===== src/rtl/e203_subsys_rst_seq.sv =====
// e203_subsys_rst_seq: staged bus-then-core reset release with reset-cause capture
module e203_subsys_rst_seq #(
    parameter int HOLD_CYC  = 16,
    parameter int STAGE_GAP = 4,
    parameter int CNT_W     = 5
) (
    input  logic       clk,
    input  logic       rst_a,
    input  logic       test_mode,
    input  logic       wdog_rst_req,
    input  logic       ndm_rst_req,
    input  logic       sw_rst_req,
    output logic       bus_rst_n,
    output logic       core_rst_n,
    output logic [1:0] rst_cause,
    output logic       rst_busy
);
    typedef enum logic [1:0] {HOLD, BUS_REL, RUN} state_t;
    localparam logic [CNT_W-1:0] HOLD_LAST = CNT_W'(HOLD_CYC - 1);
    localparam logic [CNT_W-1:0] GAP_LAST  = CNT_W'(STAGE_GAP - 1);
    state_t           state, state_nxt;
    logic [CNT_W-1:0] cnt, cnt_nxt;
    logic             bus_q, core_q, busy_q, bus_nxt, core_nxt, req;
    logic [1:0]       cause_q;
    assign req = wdog_rst_req | ndm_rst_req | sw_rst_req;
    // a request on the expiry edge wins, so it is tested before the counter compare
    always_comb begin
        state_nxt = state;
        cnt_nxt   = cnt;
        bus_nxt   = bus_q;
        core_nxt  = core_q;
        case (state)
            HOLD:
                if (req) cnt_nxt = '0;
                else if (cnt == HOLD_LAST) begin
                    state_nxt = BUS_REL;
                    cnt_nxt   = '0;
                    bus_nxt   = 1'b1;
                end else cnt_nxt = cnt + 1'b1;
            BUS_REL:
                if (req) begin
                    state_nxt = HOLD;
                    cnt_nxt   = '0;
                    bus_nxt   = 1'b0;
                end else if (cnt == GAP_LAST) begin
                    state_nxt = RUN;
                    cnt_nxt   = '0;
                    core_nxt  = 1'b1;
                end else cnt_nxt = cnt + 1'b1;
            RUN:
                if (req) begin
                    state_nxt = HOLD;
                    cnt_nxt   = '0;
                    bus_nxt   = 1'b0;
                    core_nxt  = 1'b0;
                end
            default: begin
                state_nxt = HOLD;
                cnt_nxt   = '0;
                bus_nxt   = 1'b0;
                core_nxt  = 1'b0;
            end
        endcase
    end
    // sequencer state and registered reset outputs; busy tracks the core reset
    always_ff @(posedge clk or posedge rst_a) begin
        if (rst_a) begin
            state  <= HOLD;
            cnt    <= '0;
            bus_q  <= 1'b0;
            core_q <= 1'b0;
            busy_q <= 1'b1;
        end else begin
            state  <= state_nxt;
            cnt    <= cnt_nxt;
            bus_q  <= bus_nxt;
            core_q <= core_nxt;
            busy_q <= ~core_nxt;
        end
    end
    // latch the highest-priority requester; only the hard reset clears the cause
    always_ff @(posedge clk or posedge rst_a) begin
        if (rst_a) cause_q <= 2'b00;
        else if (req) cause_q <= wdog_rst_req ? 2'b01 : ndm_rst_req ? 2'b10 : 2'b11;
    end
    assign bus_rst_n  = test_mode ? ~rst_a : bus_q;
    assign core_rst_n = test_mode ? ~rst_a : core_q;
    assign rst_busy   = test_mode ? rst_a : busy_q;
    assign rst_cause  = cause_q;
endmodule


===== config.mk =====
export PLATFORM = sky130hd
export DESIGN_NAME = e203_subsys_rst_seq
export DESIGN_NICKNAME = d
export VERILOG_FILES = /design/src/rtl/e203_subsys_rst_seq.sv
export SDC_FILE = /design/constraint.sdc
export NUM_CORES = 1
export LEC_CHECK = 0
export ABC_CLOCK_PERIOD_IN_PS = 2250
export BUFFER_PORTS_ARGS = -buffer_cell sky130_fd_sc_hd__buf_2
export CAP_MARGIN = 5
export CORE_UTILIZATION = 50
export DETAILED_ROUTE_END_ITERATION = 10
export PLACE_DENSITY = 0.76
export SETUP_SLACK_MARGIN = 0.3
export SLEW_MARGIN = 20
export SYNTH_ARGS = -nofsm -noshare
export SYNTH_HDL_FRONTEND = slang
export SYNTH_SLANG_ARGS = --single-unit

===== constraint.sdc =====
create_clock -name clk -period 2.25 [get_ports clk]
set_clock_uncertainty 0.2 [all_clocks]
set_input_delay 0 -clock clk [delete_from_list [all_inputs] [get_ports clk]]
set_output_delay 0 -clock clk [all_outputs]
set_load 0.005 [all_outputs]

==> results.py, run 1 <==
metrics = {
    "sta": {
        "setup_ws_ps": 190,
        "holdWs_ps": 98.9,
        "setup_viol": 0,
        "maxSlewHeadroom": 0.465,
        "finalMaxSlewViolations": 0,
        "finalCritPeriodShare": 0.915,
        "clock.fmax_mhz": 485,
        "min_period_ps": 2060,
        "tightest_slew_ps": 796,
        "final-hold-violation-count": 0,
        "tns_ps": 0,
        "rsz0062_at_grt": "true",
    },
    "finish": {
        "diodes": 0,
        "drive_above_1_share": 0.438,
        "area_growth_pct": 52.5,
        "utilization": 0.830,
        "stdcell_area_um2": 1080,
        "final_nets": 119,
    },
    "routing": {
        "wl_per_cell_um": 16.2,
        "vias_per_cell": 5.63,
        "postRouteAntennaNets": 0,
        "wl_um": 1940,
        "drt_first_pass_iters": 4,
        "drc": 0,
        "vias": 675,
        "drtIter0Drc": 5,
    },
    "setup_path": {
        "critPathMaxStageDelay_ps": 480,
        "critPathKind": "register to register",
        "r2r_end": "state[0]$_DFFE_PP0P_",
        "cp-end-kind": "register",
        "slowest_stage": "or4b_4",
        "r2r-start": "cnt[1]$_DFFE_PP0N_",
        "cp.arrival_ps": 2060,
        "reg2regPathDepth": 8,
        "cp_data_required_time_ps": 2250,
        "crit_fanout": 4,
        "r2r_slack_ps": 190,
        "worst_setup_path_start_kind": "register",
        "path_cells": "ha_4, nand3_4, inv_2, ha_4, or4b_4, a21oi_4, nand2_2, mux2i_1",
        "critical_path.most_common_cell": "ha_4",
    },
    "synthesis": {
        "synth_nets": 85,
        "synth_cell_types": 27,
        "yosysMostFrequentCell": "dfrtp_1",
        "synth.largest_area_cell": "dfrtp_1",
        "syn_area_um2": 708,
        "yosys_warnings": 0,
        "ys.flop_type": "dfrtp_1",
        "synth_top_area_frac": 0.389,
        "synth_edf_count": 0,
        "ys_top_cells_by_area": "dfrtp_1, ha_1, a21oi_1, inv_1, dfstp_2",
        "synth_seq_cells": 12,
        "synth-seq-area-share": 0.426,
        "synth_commonest_cells": "dfrtp_1, inv_1, ha_1, a21oi_1, nand2_1",
        "netlist_instances": 72,
        "syn_area_per_cell_um2": 9.84,
        "async_reset_ff_frac": 1.00,
    },
    "min_path": {
        "whs_path_depth": 3,
        "hold_path.class": "input pin to output pin",
        "holdPathEnd": "bus_rst_n",
        "min-delay-start": "test_mode",
    },
    "floorplanning": {
        "die_area_um2": 1570,
        "row_count": 13,
        "die_w_um": 39.6,
        "start_util": 0.544,
        "core_area_um2": 1300,
        "die_y_um": 39.6,
        "pin_count": 11,
    },
    "pwr": {
        "power_density_nw_per_um2": 667,
        "peakVddDrop_mv": 0.461,
        "p_leak_nw": 0.489,
    },
    "clock_tree": {
        "clockBufferDepth": 2,
        "insertion_delay_ps": 280,
        "htree_num_levels": 1,
        "clkSinkCount": 12,
        "cts_tree": "done",
        "cts_buffers": 3,
        "clock-root-buffer": "clkbuf_4",
        "clkTransAtPathRegs_ps": 80,
    },
    "job": {
        "cap_violations": 0,
    },
    "grt": {
        "antenna_found_initial": 0,
        "grt_pass1_wl_um": 2370,
        "grt_pass1_vias": 613,
        "grt_usage": 0.240,
        "overflow": 0,
        "grt_start_max_net_pins": 14,
    },
    "placed_design": {
        "place_ws_ps": 189,
        "place_area_um2": 803,
        "numPortBuffers": 10,
        "gp_congestion": 0.843,
        "hpwl_um": 1020,
    },
    "status": {
        "status": "complete, no violations",
    },
}
[per-stage QoR]
step | power (mW) | instances
after floorplan | 0.375 | 72
after global placement | 0.416 | 99
after detailed placement | 0.424 | 99
after CTS | 0.631 | 113
after global routing | 0.750 | 120
final | 0.721 | 120
[cell families (layout without fill, tap and decap cells)]
group	Yosys count	count (layout)	synth area share
fa+ha+maj	7	7	0.124
buf+inv	8	41	0.0424
flops	12	12	0.426
compound gates	17	17	0.159
simple gates	24	24	0.191
xor+xnor	1	1	0.0124
mux	3	3	0.0459
[layout make-up]
| type | count | area, um2 |
|---|---|---|
| clock buffers | 4 | 36.3 |
| multi-input cells | 52 | 485 |
| inverters | 8 | 30.0 |
| flip-flops and latches | 12 | 302 |
| fillers | 73 | 221 |
| well taps | 15 | 18.8 |
| repair buffers | 29 | 208 |
[where the power goes]
| part | leakage (nW) | switching, mW | total (mW) | internal, mW |
|---|---|---|---|---|
| clock | 0.0210 | 0.0795 | 0.178 | 0.0985 |
| combinational | 0.312 | 0.154 | 0.291 | 0.138 |
| sequential | 0.156 | 0.0195 | 0.251 | 0.232 |
[state kept, by name, summed over array words and instances, names as in the netlist]
name / flops
cnt: 5
rst_cause: 2
state: 2
bus_q: 1
busy_q: 1
core_q: 1
[critical path: cells and delay by family (launching register included)]
kind,cells,cell delay (ps)
simple gates,3,640
flops,1,400
fa+ha+maj,2,300
compound gates,1,190
mux,1,170
buf+inv,1,80
[metal layers]
metal	up-vias	routed length, um	GRT usage	share of wire
met2	23	980	0.430	0.51
met5	-	0	0	0
met3	7	54	0.0511	0.028
met4	0	57	0.138	0.029
li1	325	-	-	-
met1	320	847	0.252	0.44
[worst max path at each step]
stage | start | to | cells past startpoint
floorplan | cnt[0]$_DFFE_PP0N_ | state[0]$_DFFE_PP0P_ | 8
CTS | cnt[1]$_DFFE_PP0N_ | state[0]$_DFFE_PP0P_ | 8
finish | cnt[1]$_DFFE_PP0N_ | state[0]$_DFFE_PP0P_ | 8
global route | cnt[1]$_DFFE_PP0N_ | state[0]$_DFFE_PP0P_ | 8
detailed placement | cnt[0]$_DFFE_PP0N_ | state[0]$_DFFE_PP0P_ | 8
global placement | state[1]$_DFFE_PP0P_ | cnt[2]$_DFFE_PP0N_ | 6
[cell usage in the layout (no fill, tap or decap), types with 2 or more instances in the layout]
master	Yosys	final
a21oi_1	6	4
a21oi_2	1	2
buf_2	0	10
buf_4	0	13
clkbuf_4	0	3
dfrtp_1	11	11
dlygate4sd3_1	0	6
ha_1	7	4
ha_4	0	3
inv_1	8	6
inv_2	0	2
mux2_2	2	2
nand2_1	6	5
nand3_1	4	3
nor2_1	5	5
nor3_1	2	2
o21ai_1	3	2
or4b_4	0	2
[timing repair]
item                                    CTS  global route
gates resized for setup                   5            13
endpoints found under the setup margin    7             8
hold buffers                              6             0
pin swaps                                 0             2
buffers inserted                          4             7
hold endpoints to repair                 17             0
Power figures use the tool's default switching activity.
==> run 2, diff against run 1 <==
--- a/config.mk
+++ b/config.mk
@@ -8,8 +8,10 @@
 export ABC_CLOCK_PERIOD_IN_PS = 2250
 export BUFFER_PORTS_ARGS = -buffer_cell sky130_fd_sc_hd__buf_2
 export CAP_MARGIN = 5
+export CORE_MARGIN = 4
 export CORE_UTILIZATION = 50
 export DETAILED_ROUTE_END_ITERATION = 10
+export GPL_TIMING_DRIVEN = 0
 export PLACE_DENSITY = 0.76
 export SETUP_SLACK_MARGIN = 0.3
 export SLEW_MARGIN = 20
==> run 2 against run 1 <==
  * Wire length up 8.7%
  * Power down 2.5%
  * Count of clock-buffer cells in the layout unchanged
  * Utilization down 3.2 points
  * Non-clock buffer count down 4
  * Global-route usage up 0.57 points
  * Critical path depth unchanged
==> results.py, run 2 (synthesis results as in run 1) <==
metrics = {
    "clock_tree": {
        "cts_buffers": 3,
        "clockBufferDepth": 2,
        "htree_num_levels": 1,
        "cts_tree": "done",
        "insertion_delay_ps": 310,
        "clkTransAtPathRegs_ps": 100,
        "clkSinkCount": 12,
        "clock-root-buffer": "clkbuf_4",
    },
    "routing": {
        "vias_per_cell": 5.97,
        "postRouteAntennaNets": 0,
        "drt_first_pass_iters": 4,
        "drc": 0,
        "drtIter0Drc": 20,
        "vias": 692,
        "wl_per_cell_um": 18.2,
        "wl_um": 2110,
    },
    "setup_path": {
        "path_depth": 8,
        "r2r-start": "cnt[1]$_DFFE_PP0N_",
        "crit_fanout": 3,
        "crit_end": "state[0]$_DFFE_PP0P_",
        "cp.arrival_ps": 2040,
        "cp_top_family": "simple AND/OR/NAND/NOR gates",
        "cp_num_buf_inv": 1,
        "critPathMaxStageDelay_ps": 480,
        "worst_setup_path_start_kind": "register",
        "critical_path.most_common_cell": "ha_4",
        "path_cells": "ha_4, nand3_4, inv_2, ha_4, or4b_4, a21oi_4, nand2_2, mux2i_1",
        "reg2regPathDepth": 8,
        "cp_data_required_time_ps": 2250,
        "critPathKind": "register to register",
        "r2r_slack_ps": 210,
        "r2r_end": "state[0]$_DFFE_PP0P_",
        "cp-end-kind": "register",
        "slowest_stage": "or4b_4",
        "cp-startpoint": "cnt[1]$_DFFE_PP0N_",
    },
    "sta": {
        "setup_ws_ps": 207,
        "setup_viol": 0,
        "tns_ps": 0,
        "min_period_ps": 2040,
        "final-hold-violation-count": 0,
        "rsz0062_at_grt": "true",
        "holdWs_ps": 69.3,
        "maxSlewHeadroom": 0.487,
        "clock.fmax_mhz": 489,
        "finalMaxSlewViolations": 0,
        "finalCritPeriodShare": 0.908,
        "tightest_slew_ps": 764,
    },
    "finish": {
        "layout_commonest_cell": "dfrtp_1",
        "final_nets": 115,
        "mostFrequentLayoutCells": "dfrtp_1, buf_2, buf_4",
        "drive_above_1_share": 0.416,
        "top_register": "cnt",
        "diodes": 0,
        "area_growth_pct": 48.4,
        "largest_reg_flops": 5,
        "fillers": 73,
    },
    "pwr": {
        "power_density_nw_per_um2": 668,
        "peakVddDrop_mv": 0.570,
        "p_leak_nw": 0.469,
        "finalPower_uw": 702,
    },
    "placed_design": {
        "numPortBuffers": 10,
        "place_ws_ps": 149,
        "gp_congestion": 0.792,
        "hpwl_um": 1100,
    },
    "grt": {
        "grt_start_max_net_pins": 14,
        "overflow": 0,
        "grt_usage": 0.245,
        "grt_pass1_wl_um": 3380,
        "antenna_found_initial": 0,
        "grt_pass1_vias": 739,
    },
    "floorplanning": {
        "die_y_um": 45.6,
        "die_w_um": 45.6,
        "die_area_um2": 2080,
        "pin_count": 11,
        "core_area_um2": 1320,
        "start_util": 0.538,
        "row_count": 13,
    },
    "job": {
        "cap_violations": 0,
    },
    "status": {
        "status": "complete, no violations",
    },
    "min_path": {
        "hold_path.class": "input pin to async pin",
    },
}
## run 2: cell count changes in the layout (fill, tap and decap cells not counted), sizes merged
cell / change
buf: -4
## run 2: power breakdown
group	total [mW]	internal, mW	switching, mW
registers	0.255	0.232	0.0233
logic	0.253	0.115	0.138
clock network	0.194	0.0990	0.0953
## run 2: layout make-up
type,count,area [um2],area share
Multi-Input combinational cell,52,487,0.463
Sequential cell,12,302,0.287
Timing Repair Buffer,25,178,0.169
Clock buffer,4,36.3,0.0345
Inverter,8,30.0,0.0286
Tap cell,15,18.8,0.0179
## run 2: tightest hold or removal path, stage by stage
cell and delay, ps:
dlygate4sd3_1 530, buf_2 130, inv_1 360
## run 2: through the flow
step / utilization / instances / instance area [um2]
global route: 0.798 / 116 / 1050
global placement: 0.598 / 97 / 788
detailed placement: 0.598 / 97 / 788
finish: 0.798 / 116 / 1050
floorplan: - / 72 / 719
CTS: 0.760 / 113 / 1000
## run 2: layer usage
layer | vias to the layer above | routed length [um] | GRT usage
li1 | 318 | - | -
met5 | - | 0 | 0
met1 | 339 | 793 | 0.238
met4 | 0 | 74 | 0.199
met2 | 28 | 1100 | 0.421
met3 | 7 | 140 | 0.0751
## run 2: what timing repair did
action                                  CTS  global route
endpoints found under the hold margin    18             0
endpoints found under the setup margin    9             8
pin swaps                                 4             3
gates resized for setup                  13             5
hold buffers                              6             0
buffers inserted                          6             3
## run 2: how the worst min path moves through the flow
stage,to,startpoint
4_1_cts,bus_rst_n,test_mode
5_1_grt,bus_rst_n,test_mode
2_1_floorplan,bus_q$_DFFE_PP0P_,rst_a
6_report,bus_q$_DFFE_PP0P_,rst_a
3_5_place_dp,bus_q$_DFFE_PP0P_,rst_a
3_3_place_gp,bus_q$_DFFE_PP0P_,rst_a
